**src/rtl/mux8_arbiter_if.sv**
```systemverilog
// Request/grant bundle between the requesters and the mux8 arbiter.
interface mux8_arbiter_if;
    logic [7:0] req;
    logic       done;
    logic [7:0] gnt;
    logic [2:0] s;
    logic       busy;
    logic       timeout;

    modport master (
        output req, done,
        input  gnt, s, busy, timeout
    );

    modport slave (
        input  req, done,
        output gnt, s, busy, timeout
    );
endinterface

```
**src/rtl/mux8_arbiter.sv**
```systemverilog
// Round-robin arbiter owning the select of an 8:1 mux. A winner holds the
// mux until it strobes done, drops its request, or hits the hold limit.
module mux8_arbiter #(
    parameter int unsigned MAX_HOLD = 16
) (
    input logic            clk,
    input logic            rst,
    mux8_arbiter_if.slave  bus
);

    typedef enum logic {IDLE, GRANT} state_t;

    localparam logic [7:0] HOLD_LAST = 8'(MAX_HOLD - 1);

    state_t     state, state_nxt;
    logic [2:0] ptr, ptr_nxt;
    logic [7:0] cnt, cnt_nxt;
    logic [7:0] gnt_q, gnt_nxt;
    logic [2:0] s_q, s_nxt;
    logic       busy_q, busy_nxt;
    logic       to_q, to_nxt;

    logic       found;
    logic [2:0] win;
    logic [2:0] idx;
    logic       release_now;

    // Rotating-priority search: first set request starting at ptr.
    always_comb begin
        found = 1'b0;
        win   = ptr;
        idx   = '0;
        for (int unsigned i = 0; i < 8; i++) begin
            idx = ptr + 3'(i);
            if (!found && bus.req[idx]) begin
                found = 1'b1;
                win   = idx;
            end
        end
    end

    // Next-state and registered-output computation.
    always_comb begin
        state_nxt   = state;
        ptr_nxt     = ptr;
        cnt_nxt     = cnt;
        gnt_nxt     = gnt_q;
        s_nxt       = s_q;
        busy_nxt    = busy_q;
        to_nxt      = 1'b0;
        release_now = 1'b0;
        case (state)
            IDLE: begin
                if (found) begin
                    state_nxt = GRANT;
                    gnt_nxt   = 8'b1 << win;
                    s_nxt     = win;
                    busy_nxt  = 1'b1;
                    cnt_nxt   = '0;
                end
            end
            GRANT: begin
                release_now = bus.done || !bus.req[s_q] || (cnt == HOLD_LAST);
                if (release_now) begin
                    state_nxt = IDLE;
                    gnt_nxt   = '0;
                    busy_nxt  = 1'b0;
                    ptr_nxt   = s_q + 3'd1;
                    // Only the hold limit is left as a cause when done is low
                    // and the owner still requests.
                    to_nxt    = !bus.done && bus.req[s_q];
                end else begin
                    cnt_nxt = cnt + 8'd1;
                end
            end
            default: state_nxt = IDLE;
        endcase
    end

    // State register with synchronous reset.
    always_ff @(posedge clk) begin
        if (rst) begin
            state  <= IDLE;
            ptr    <= '0;
            cnt    <= '0;
            gnt_q  <= '0;
            s_q    <= '0;
            busy_q <= 1'b0;
            to_q   <= 1'b0;
        end else begin
            state  <= state_nxt;
            ptr    <= ptr_nxt;
            cnt    <= cnt_nxt;
            gnt_q  <= gnt_nxt;
            s_q    <= s_nxt;
            busy_q <= busy_nxt;
            to_q   <= to_nxt;
        end
    end

    assign bus.gnt     = gnt_q;
    assign bus.s       = s_q;
    assign bus.busy    = busy_q;
    assign bus.timeout = to_q;

endmodule

```
**src/flat_wrapper.sv**
```systemverilog
// flat-port wrapper written by rule: the top's interface ports become plain ports
module mux8_arbiter_flat 
#(
    parameter int unsigned MAX_HOLD = 16
)
  (clk, rst, bus_req, bus_done, bus_gnt, bus_s, bus_busy, bus_timeout);
  mux8_arbiter_if bus_i ();
  input logic clk;
  input logic rst;
  input wire logic [$bits(bus_i.req)-1:0] bus_req;
  input wire logic [$bits(bus_i.done)-1:0] bus_done;
  output wire logic [$bits(bus_i.gnt)-1:0] bus_gnt;
  output wire logic [$bits(bus_i.s)-1:0] bus_s;
  output wire logic [$bits(bus_i.busy)-1:0] bus_busy;
  output wire logic [$bits(bus_i.timeout)-1:0] bus_timeout;
  assign bus_i.req = bus_req;
  assign bus_i.done = bus_done;
  assign bus_gnt = bus_i.gnt;
  assign bus_s = bus_i.s;
  assign bus_busy = bus_i.busy;
  assign bus_timeout = bus_i.timeout;
  mux8_arbiter #(.MAX_HOLD(MAX_HOLD)) u_core (.clk(clk), .rst(rst), .bus(bus_i));
endmodule
```
**config.mk**
```make
export PLATFORM = sky130hd
export DESIGN_NAME = mux8_arbiter_flat
export DESIGN_NICKNAME = d
export VERILOG_FILES = /design/src/rtl/mux8_arbiter_if.sv /design/src/rtl/mux8_arbiter.sv /design/src/flat_wrapper.sv
export SDC_FILE = /design/constraint.sdc
export NUM_CORES = 1
export LEC_CHECK = 0
export BUFFER_PORTS_ARGS = -buffer_cell sky130_fd_sc_hd__buf_2
export CORE_AREA = 2 2 67 69
export CTS_BUF_LIST = sky130_fd_sc_hd__clkbuf_4
export CTS_CLUSTER_DIAMETER = 200
export DETAILED_ROUTE_END_ITERATION = 7
export DIE_AREA = 0 0 69 71
export HOLD_SLACK_MARGIN = 0.12
export PLACE_DENSITY_LB_ADDON = 0.05
export SLEW_MARGIN = 25
export SYNTH_ARGS = -nofsm -noshare
export SYNTH_HDL_FRONTEND = slang
export SYNTH_SLANG_ARGS = --single-unit
export TNS_END_PERCENT = 30
```
**constraint.sdc**
```tcl
create_clock -name clk -period 4 [get_ports clk]
set_input_delay 0.2 -clock clk [delete_from_list [all_inputs] [get_ports clk]]
set_output_delay 0.2 -clock clk [all_outputs]
set_load 0.01 [all_outputs]
```
==> impl_metrics.ini <==
[routing]
ant_nets = 0
drtIter0Drc = 106
wire_per_inst_um = 16.12
num_vias = 1829
drc_errors = 0
drt-total-wl_um = 4740
routed_via_density = 6.221
dr.pass1.iters = 4

[power]
leakage_nw = 0.8561
vdd_drop_max_mv = 0.2951
power-per-cell-area_nw_per_um2 = 465.7

[clocking]
clk_latency_ns = 0.31
cts_tree = yes
post_cts_buffers = 0
numCtsBuffers = 3
clk_pin_slew_ns = 0.13
cts_resized = 0
ctsHoldBuffers = 0
clock_sinks = 25
cts_max_level = 1
cts-root-buf = clkbuf_4
clockBufferDepth = 2

[grt]
grt_overflow = 0
grt_pass1_vias = 1787
grt_pass1_wl_um = 8418
grt_max_degree = 22
track_usage_pct = 20.54
antenna_found_initial = 0

[die]
fp.dieArea_um2 = 4899
die_w_um = 69
rows = 24
die_h_um = 71
start_util_pct = 48.69
ios = 24
core_region_area_um2 = 4204

[finish]
final_area_um2 = 2202
area_delta_synth_final_pct = 7.579
mostFrequentLayoutCells = nor2_1 (26), dfxtp_1 (25), buf_2 (23), nand2_1 (21), mux4_2 (13)
finalNonFillerCells = 294
layout_commonest_cell = nor2_1
nets = 258
diodes = 0
drive_gt1_share_pct = 23.55

[yosys]
synthTopCellsByArea = dfxtp_1 (24%), mux4_2 (14%), mux2i_1 (4.9%)
synth_cell_types = 56
syn_avg_cell_area_um2 = 9.098
synth_edf_count = 0
seq_area_frac_synth_pct = 24.45
syn_nets = 240
synthAdderAreaFrac_pct = 2.445
synth_compound_area_share_pct = 18.64
synthSimpleGateAreaFrac_pct = 21.64
syn_area_um2 = 2047
yosys.area.top_type = dfxtp_1
synthXorXnorAreaFrac_pct = 4.707
async_flop_share_pct = 0
synth_ff_type = dfxtp_1
synth_top_family_by_area = multiplexers
muxShareOfSynthArea_pct = 23.23
ys_warn_count = 0
ys_ff_latch = 25
synthCells = 225
synth_top_area_share_pct = 24.45

[worst_setup_path]
critPathBufInv = 1
cp.required_ns = 4.23
cp_top_family = simple AND/OR/NAND/NOR gates
slowest_stage = ha_2
crit_fanout = 14
cp-start-kind = register
cp.arrival_ns = 3.77
critical_path_class = reg -> reg
slowest_delay_ns = 0.59
crit_chain = inv_1 -> ha_2 -> mux2i_1 -> mux4_2 -> and2_0 -> a41oi_2 -> or2_0 -> a21oi_2 -> nand2_1 -> o31ai_1
crit_path_end_kind = register

[timing]
finalMaxSlewViolations = 0
setup_viol = 0
setup-tns-final_ns = 0
finalCritPeriodShare_pct = 88.34
finalHoldWorstSlack_ns = 0.1875
slew_headroom_pct = 50.21
tightest_slew_ns = 0.7459
finalClockSkew_ns = 0.004067
rsz0062_at_grt = false
hold_viol = 0
period_minus_slack_ns = 3.533
fmax_ghz = 0.2830

[place]
dp.cells = 290
numPortBuffers = 23
dp_hpwl_um = 3607
place_congestion = 0.8922
post_dp_cell_area_um2 = 2172

[flow_run]
max_cap_violations = 0

[run_status]
status = completed

[min_path]
min_path_type = in -> reg
registers in the layout, summed over array words and instances (netlist names):
name                count
u_core.bus.s            3
u_core.cnt              8
u_core.state            1
u_core.bus.timeout      1
u_core.ptr              3
u_core.bus.busy         1
u_core.bus.gnt          8
metrics by stage:
stage / util [%] / worst slack (ns) / total power (W)
final: 52.38 / 0.4665 / 0.001026
after global routing: 52.38 / 0.1535 / 0.001110
after CTS: 52.32 / 0.2946 / 0.001032
after detailed placement: 51.67 / 0.3452 / 0.0009212
after global placement: 51.67 / 0.3209 / 0.0009122
after floorplan: - / 0.4350 / 0.0008005
cells in the mapped netlist, drive strengths merged (2+ instances only):
cell,instances
a211o,3
a211oi,3
a21oi,9
a31oi,2
a32o,5
a41oi,2
and2,3
and3,6
buf,7
clkbuf,5
dfxtp,25
ha,4
inv,8
mux2,7
mux2i,10
mux4,13
nand2,21
nand2b,6
nand3,7
nand4,7
nor2,26
nor2b,4
nor3,2
o211ai,2
o21ai,5
o22ai,2
o31ai,4
or2,2
xnor2,4
xor2,7
power breakdown:
part / switching, W / internal [W] / leakage, nW
Clock: 0.0000694 / 0.0000373 / 0.0177
Sequential: 0.0000353 / 0.000283 / 0.204
Combinational: 0.000337 / 0.000263 / 0.635
layer usage:
layer / share of wire (%) / global-route usage, % / vias to the layer above
li1: - / - / 879
met1: 47 / 30.97 / 906
met2: 48 / 32.16 / 42
met3: 4.7 / 3.276 / 2
met4: 0.19 / 2.397 / 0
met5: 0 / 0 / -
final timing paths:
kind | startpoint | end | slack (ns) | depth (start not counted)
max | u_core.ptr[1] | u_core.bus.gnt[6] | 0.47 | 10
min | bus_done | u_core.bus.timeout | 0.19 | 3
max reg2reg | u_core.ptr[1] | u_core.bus.gnt[6] | 0.47 | 10
min reg2reg | u_core.bus.gnt[7] | u_core.bus.gnt[7] | 0.46 | 2
worst reg2reg max path, delay by kind of cell (launching register included):
| family | cells | cell delay, ns |
|---|---|---|
| buffers and inverters | 1 | 0.12 |
| AND/OR/NAND/NOR | 3 | 0.88 |
| AO/OA/AOI/OAI | 3 | 0.76 |
| adder cells (fa/ha/maj) | 1 | 0.59 |
| flip-flops | 1 | 0.36 |
| multiplexers | 2 | 0.76 |
area by class of cell:
| class | count | area (um2) |
|---|---|---|
| Fill cell | 401 | 2002 |
| Multi-Input combinational cell | 180 | 1449 |
| Sequential cell | 25 | 500.5 |
| Timing Repair Buffer | 25 | 130.1 |
| Tap cell | 52 | 65.06 |
| Inverter | 8 | 30.03 |
| Clock buffer | 3 | 22.52 |
| Clock inverter | 1 | 5.005 |
logic make-up after synthesis:
family / Yosys count
and+or+nand+nor: 89
AOI/OAI and AO/OA: 46
muxes: 30
DFF: 25
buffers and inverters: 20
xor gates and xnor gates: 11
adders and majority gates: 4
Note: power is estimated with default switching activity, not from simulation.
